[config.mk]
export PLATFORM = sky130hd
export DESIGN_NAME = barrel_shift_pipe_flat
export DESIGN_NICKNAME = d
export VERILOG_FILES = /design/src/rtl/barrel_shift_pkg.sv /design/src/rtl/barrel_shift_pipe_if.sv /design/src/rtl/data_rev_mux.sv /design/src/rtl/shift_stage.sv /design/src/rtl/barrel_shift_pipe.sv /design/src/flat_wrapper.sv
export SDC_FILE = /design/constraint.sdc
export NUM_CORES = 1
export LEC_CHECK = 0
export CAP_MARGIN = 20
export CELL_PAD_IN_SITES_DETAIL_PLACEMENT = 1
export CELL_PAD_IN_SITES_GLOBAL_PLACEMENT = 1
export CORE_MARGIN = 1
export CORE_UTILIZATION = 40
export CTS_CLUSTER_SIZE = 40
export DETAILED_ROUTE_END_ITERATION = 6
export PLACE_DENSITY_LB_ADDON = 0.1
export SYNTH_ARGS = -nofsm -noshare
export SYNTH_HDL_FRONTEND = slang
export SYNTH_SLANG_ARGS = --single-unit
export TNS_END_PERCENT = 1
[constraint.sdc]
create_clock -name clk -period 1.7 [get_ports clk]
set_clock_uncertainty 0.05 [all_clocks]
set_input_delay 0.425 -clock clk [delete_from_list [all_inputs] [get_ports clk]]
set_output_delay 0.425 -clock clk [all_outputs]
set_load 0.02 [all_outputs]
[src/rtl/barrel_shift_pkg.sv]
// Shared constants and the bit-reversal helper used by the barrel shifter datapath
// and by data_rev_mux.
package barrel_shift_pkg;

    localparam int unsigned BS_N     = 8;
    localparam int unsigned BS_MAX_N = 64;
    localparam int unsigned BS_IDX_W = $clog2(BS_MAX_N);

    // Reverses the low n bits of d; bits at and above n come back as zero.
    function automatic logic [BS_MAX_N-1:0] bs_reverse(input logic [BS_MAX_N-1:0] d,
                                                       input int unsigned n);
        logic [BS_MAX_N-1:0] r;
        r = '0;
        for (int unsigned i = 0; i < BS_MAX_N; i++) begin
            if (i < n) r[BS_IDX_W'(i)] = d[BS_IDX_W'(n - 1 - i)];
        end
        return r;
    endfunction

endpackage

[src/rtl/barrel_shift_pipe_if.sv]
// Operand-in / result-out handshake bundle of the pipelined barrel shifter.
interface barrel_shift_pipe_if #(
    parameter int unsigned N   = barrel_shift_pkg::BS_N,
    parameter int unsigned SHW = $clog2(N)
) ();

    logic           in_valid;
    logic           in_ready;
    logic [N-1:0]   A_hat;
    logic           left;
    logic           arith;
    logic [SHW-1:0] shamt;
    logic           out_valid;
    logic           out_ready;
    logic [N-1:0]   Y;
    logic           out_left;

    modport master (
        output in_valid, A_hat, left, arith, shamt, out_ready,
        input  in_ready, out_valid, Y, out_left
    );

    modport slave (
        input  in_valid, A_hat, left, arith, shamt, out_ready,
        output in_ready, out_valid, Y, out_left
    );

endinterface

[src/rtl/data_rev_mux.sv]
// Direction conditioning: passes the operand through, or bit-reverses it when left is set.
module data_rev_mux import barrel_shift_pkg::*; #(
    parameter int unsigned N = BS_N
) (
    input  logic [N-1:0] a_i,
    input  logic         left_i,
    output logic [N-1:0] a_hat_o
);

    logic [N-1:0] rev;

    assign rev     = N'(bs_reverse(BS_MAX_N'(a_i), N));
    assign a_hat_o = left_i ? rev : a_i;

endmodule

[src/rtl/shift_stage.sv]
// One registered pipeline stage: conditional right shift by 2^K with fill, global enable.
module shift_stage #(
    parameter int unsigned N   = 8,
    parameter int unsigned K   = 0,
    parameter int unsigned SHW = $clog2(N)
) (
    input  logic           clk_i,
    input  logic           rst_i,
    input  logic           en_i,
    input  logic [N-1:0]   d_i,
    input  logic           v_i,
    input  logic           left_i,
    input  logic           fill_i,
    input  logic [SHW-1:0] shamt_i,
    output logic [N-1:0]   d_o,
    output logic           v_o,
    output logic           left_o,
    output logic           fill_o,
    output logic [SHW-1:0] shamt_o
);

    localparam int unsigned Step = 1 << K;

    logic [N-1:0] d_d;

    // shamt_i arrives pre-shifted so that bit 0 is always this stage's control bit.
    always_comb begin
        d_d = d_i;
        if (shamt_i[0]) d_d = {{Step{fill_i}}, d_i[N-1:Step]};
    end

    always_ff @(posedge clk_i or posedge rst_i) begin
        if (rst_i) begin
            d_o     <= '0;
            v_o     <= 1'b0;
            left_o  <= 1'b0;
            fill_o  <= 1'b0;
            shamt_o <= '0;
        end else if (en_i) begin
            d_o     <= d_d;
            v_o     <= v_i;
            left_o  <= left_i;
            fill_o  <= fill_i;
            shamt_o <= shamt_i >> 1;
        end
    end

endmodule

[src/rtl/barrel_shift_pipe.sv]
// Pipelined right-shift core: SHW registered stages, global stall enable, output un-reversal.
module barrel_shift_pipe import barrel_shift_pkg::*; #(
    parameter int unsigned N   = BS_N,
    parameter int unsigned SHW = $clog2(N)
) (
    input  logic              clk,
    input  logic              rst,
    barrel_shift_pipe_if.slave bus
);

    logic [N-1:0]   d_in     [SHW];
    logic           v_in     [SHW];
    logic           left_in  [SHW];
    logic           fill_in  [SHW];
    logic [SHW-1:0] shamt_in [SHW];

    logic [N-1:0]   d_q      [SHW];
    logic           v_q      [SHW];
    logic           left_q   [SHW];
    logic           fill_q   [SHW];
    logic [SHW-1:0] shamt_q  [SHW];

    logic adv;

    // Whole pipe advances together; bubbles are kept, never squeezed out.
    assign adv          = bus.out_ready | ~v_q[SHW-1];
    assign bus.in_ready = adv;

    for (genvar k = 0; k < SHW; k++) begin : g_stage
        if (k == 0) begin : g_head
            assign d_in[k]     = bus.A_hat;
            assign v_in[k]     = bus.in_valid;
            assign left_in[k]  = bus.left;
            assign fill_in[k]  = bus.arith & ~bus.left & bus.A_hat[N-1];
            assign shamt_in[k] = bus.shamt;
        end else begin : g_tail
            assign d_in[k]     = d_q[k-1];
            assign v_in[k]     = v_q[k-1];
            assign left_in[k]  = left_q[k-1];
            assign fill_in[k]  = fill_q[k-1];
            assign shamt_in[k] = shamt_q[k-1];
        end

        shift_stage #(
            .N   (N),
            .K   (k),
            .SHW (SHW)
        ) u_stage (
            .clk_i   (clk),
            .rst_i   (rst),
            .en_i    (adv),
            .d_i     (d_in[k]),
            .v_i     (v_in[k]),
            .left_i  (left_in[k]),
            .fill_i  (fill_in[k]),
            .shamt_i (shamt_in[k]),
            .d_o     (d_q[k]),
            .v_o     (v_q[k]),
            .left_o  (left_q[k]),
            .fill_o  (fill_q[k]),
            .shamt_o (shamt_q[k])
        );
    end

    assign bus.out_valid = v_q[SHW-1];
    assign bus.out_left  = left_q[SHW-1];

    data_rev_mux #(
        .N (N)
    ) u_out_rev (
        .a_i     (d_q[SHW-1]),
        .left_i  (left_q[SHW-1]),
        .a_hat_o (bus.Y)
    );

endmodule
[src/flat_wrapper.sv]
// flat-port wrapper written by rule: the top's interface ports become plain ports
module barrel_shift_pipe_flat import barrel_shift_pkg::*;
#(
    parameter int unsigned N   = BS_N,
    parameter int unsigned SHW = $clog2(N)
)
  (clk, rst, bus_in_valid, bus_A_hat, bus_left, bus_arith, bus_shamt, bus_out_ready, bus_in_ready, bus_out_valid, bus_Y, bus_out_left);
  barrel_shift_pipe_if #(.N(N), .SHW(SHW)) bus_i ();
  input  logic clk;
  input  logic rst;
  input wire logic [$bits(bus_i.in_valid)-1:0] bus_in_valid;
  input wire logic [$bits(bus_i.A_hat)-1:0] bus_A_hat;
  input wire logic [$bits(bus_i.left)-1:0] bus_left;
  input wire logic [$bits(bus_i.arith)-1:0] bus_arith;
  input wire logic [$bits(bus_i.shamt)-1:0] bus_shamt;
  input wire logic [$bits(bus_i.out_ready)-1:0] bus_out_ready;
  output wire logic [$bits(bus_i.in_ready)-1:0] bus_in_ready;
  output wire logic [$bits(bus_i.out_valid)-1:0] bus_out_valid;
  output wire logic [$bits(bus_i.Y)-1:0] bus_Y;
  output wire logic [$bits(bus_i.out_left)-1:0] bus_out_left;
  assign bus_i.in_valid = bus_in_valid;
  assign bus_i.A_hat = bus_A_hat;
  assign bus_i.left = bus_left;
  assign bus_i.arith = bus_arith;
  assign bus_i.shamt = bus_shamt;
  assign bus_i.out_ready = bus_out_ready;
  assign bus_in_ready = bus_i.in_ready;
  assign bus_out_valid = bus_i.out_valid;
  assign bus_Y = bus_i.Y;
  assign bus_out_left = bus_i.out_left;
  barrel_shift_pipe #(.N(N), .SHW(SHW)) u_core (.clk(clk), .rst(rst), .bus(bus_i));
endmodule
# Word level (Yosys, flattened, before mapping)
# Index checks and enable logic that the tools add are counted.
# op_classes
mux	4
bitwise_logic	5
# ops
operator	count
$mux W8	4
$and A1 B1 Y1	2
$not A1 Y1	2
$or A1 B1 Y1	1
# word_totals
wordCells	22
reg_bits	35

# Logic depth before layout (Yosys ltp)
# logic_depth
ltp_word	4
mapped_depth	5
ltp_nobuf	3

# By module
# Synthesis repeated with hierarchy kept, for this count alone.
# unflattened
hier_cells	155
hier_area_um2	1921.8
# modules_own_cells
mod	instances	cells_per_inst	seq_area_each_um2	area_each_um2
shift_stage	3	48	325.3	591.8
data_rev_mux	1	9	0.0	131.4
barrel_shift_pipe	1	2	0.0	15.0

# Worst setup path before layout
# OpenSTA, ideal clock, no wires.
# synth_timing
kind	register to output
from	register u_core.g_stage[2].u_stage.left_o
to	output bus_Y[0]
path_stages_with_launch	3
t_arrival_ps	1058
slack_ps	167
path_buffers	1
cell_sequence	dfrtp_1 > buf_2 > mux2_2
# synth_via
elab_chain_cells	1
# synth_rtl
item	line	text
from (decl)	shift_stage.sv:17	output logic left_o,
from (signal assigned)	shift_stage.sv:42	left_o <= left_i;
$mux W8	data_rev_mux.sv:13	assign a_hat_o = left_i ? rev : a_i;
to (decl)	flat_wrapper.sv:19	output wire logic [$bits(bus_i.Y)-1:0] bus_Y;
# No other way between the ends.

# Worst setup path after layout
# layout_timing
from	register u_core.g_stage[2].u_stage.left_o
to	output bus_Y[3]
# The elaborated chain is that of the path after synthesis.

==> run summary <==
share of the synthesized area in the top cell type = 53.5%
Hold Crit Class = flop to flop
drt first pass iters = 2
Slew @ Worst Pin = 0.456 ns
Rows = 22
ANT nets after route = 0
synthesized area = 1640 µm²
Period minus WS final = 1.73 ns
die area = 4350 µm²
DIE HEIGHT = 66.0 µm
Lkg Pwr = 0.954 nW
antenna fix cells = 0
nets@finish = 188
Synth-to-Final Area Change = 26.1%
Pwr Total = 3.13 mW
DRC = 0
GPL Wtd Cong = 0.706
hold_buf cts = 0
power per cell area = 1510 nW/µm²
CP delay by family, top = flip-flops
count leader, synth = dfrtp_1
cell count after synthesis = 140
Critical Path Most Common Cell = buf_6
DIE WIDTH = 66.0 µm
Max VDD drop = 0.565 mV
outcome = finished, violations left
Total GRT Usage = 16.1%
crit-path max cell delay = 0.38 ns
Area contributors post-synth = dfrtp_1, mux2i_1, mux2_2
Post-synth EDFFs = 0
worst path arrival time = 1.26 ns
largest area contributor in the netlist = dfrtp_1
H-tree lvl count = 2
Seq cells post-synth = 35
Slew headroom = 69.6%
top cells by count, synth = dfrtp_1, mux2i_1, nand2_1, o21ai_0, mux2_2
number of buffers created by CTS = 5
Final WS setup = -0.0303 ns
Starting Density = 43.1%
vias in the first global route = 1116
CTS tree = yes
share of layout cells above drive strength 1 = 26.2%
net count after synthesis = 157
count of final max-slew check failures = 0
Final setup viols = 8
largest net degree at the start of global routing = 51
WS Path Type = flop to primary output
total grt overflow = 0
Worst Reg-to-Reg Cells = 3
critical path depth = 3
crit path launch type = flop
antenna violations before repair = 0
register area share after synthesis = 53.5%
CP max-delay cell = dfrtp_2
CP required = 1.22 ns
Async S/R FF share, synth = 100%
Synth cell types = 16
final WL = 2.94 mm
kind of end point of the critical path = primary output
critical path peak fanout = 5
CTS Sinks = 35
Crit path buffers/inverters = 2
fmax = 578 MHz
Final Hold Fails = 0
Max-Cap Viols = 0
clock latency on the worst-skew pair = 0.28 ns
hpwl dp = 2.07 mm
Hold Path Depth = 1
WHS = 0.427 ns
Critical Path End = bus_Y[3]
syn avg cell area = 11.7 µm²
Warnings, synthesis = 0
RSZ-0062 raised after global routing = yes
reg2reg setup slack = 0.28 ns
failing checks = setup timing
Ports = 28
Final Cycle Share = 102%
first-pass GRT wire length = 5.11 mm
Critical R2R Capture = u_core.g_stage[1].u_stage.fill_o
wire per inst = 13.4 µm
# port buffers = 27
register clock-pin slew on the reported worst setup and hold paths = 0.07 ns
Core Area = 3800 µm²
routed vias = 1076
Core Util, Final = 54.3%
CP Cell Sequence = buf_6, mux2_2, buf_6
Clock Tree Root = clkbuf_8
worst-case clock buffer depth = 2
predominant post-synthesis flop cell = dfrtp_1
Starting DRT DRC Count = 17
CP startpoint = u_core.g_stage[2].u_stage.left_o
Vias/cell = 4.89
R2R Path Start = u_core.g_stage[2].u_stage.v_o
[sequential cells by signal (all words and copies together) (netlist names)]
register,cells
u_core.g_stage.u_stage.fill_o,2
u_core.g_stage.u_stage.shamt_o,3
u_core.g_stage.u_stage.left_o,3
u_core.g_stage.u_stage.d_o,24
u_core.g_stage.u_stage.v_o,3
[timing repair]
action                                  CTS  global route
buffers inserted                          2             0
pin swaps                                 0             0
cloned                                    0             0
resized for setup                        57             1
endpoints found under the setup margin   11             9
[area by class of cell]
class,instances,area [µm²]
clock buffer,8,100
fill,395,1740
inverter,2,10.0
multi-input combinational,93,688
sequential,35,877
tap,48,60.1
timing repair buffer,34,328
[worst register-to-register path: stages (launching register included)]
cell,delay [ns]
dfrtp_1,0.34
nor2b_4,0.17
buf_4,0.40
mux2_4,0.34
[routing by layer]
metal  share of wire (%)  vias to the layer above  track usage (%)
li1                    -                      541                -
met1                  45                      508             19.3
met2                  49                       23             26.7
met3                 4.2                        4             4.14
met4                 1.1                        0             7.98
met5                   0                        -                0
[cell usage in the layout (no fill, tap or decap), types with 2 or more instances in the layout]
cell type / instances
mux2_2: 16
buf_2: 4
buf_6: 8
mux2i_1: 23
clkbuf_8: 7
dfrtp_1: 34
buf_4: 4
nand2_1: 23
nand2b_1: 2
clkdlybuf4s50_1: 15
dlygate4sd2_1: 2
mux2_4: 2
o21ai_0: 23
[where the power goes]
group / switching [mW] / total [mW] / internal, mW
Clock: 0.280 / 0.650 / 0.370
Combinational: 0.530 / 1.16 / 0.632
Sequential: 0.218 / 1.31 / 1.09
[worst min-delay path by stage]
| stage | to | from | slack [ns] |
|---|---|---|---|
| final | u_core.g_stage[2].u_stage.v_o | u_core.g_stage[1].u_stage.v_o | 0.43 |
| after CTS | u_core.g_stage[2].u_stage.v_o | u_core.g_stage[1].u_stage.v_o | 0.43 |
| after floorplan | u_core.g_stage[2].u_stage.v_o | u_core.g_stage[1].u_stage.v_o | 0.38 |
| after global placement | u_core.g_stage[2].u_stage.v_o | u_core.g_stage[1].u_stage.v_o | 0.39 |
| after detailed placement | u_core.g_stage[2].u_stage.v_o | u_core.g_stage[1].u_stage.v_o | 0.41 |
| after global routing | u_core.g_stage[2].u_stage.v_o | u_core.g_stage[1].u_stage.v_o | 0.44 |
[through the flow]
step	setup slack (ns)	setup TNS [ns]	std cells	instance area, µm²
finish	-0.0303	-0.169	220	2060
floorplan	0.167	0	140	1640
detailed placement	-0.412	-5.99	210	1950
global placement	-0.394	-4.58	210	1950
CTS	-0.0394	-0.255	220	2070
global route	-0.0852	-0.622	220	2060
[cells by family after synthesis]
| kind of cell | share of synthesized area, % |
|---|---|
| compound gates | 8.03 |
| buf+inv | 4.43 |
| flops | 53.5 |
| mux | 26.9 |
| simple gates | 7.11 |
Note: power is estimated with default switching activity, not from simulation.
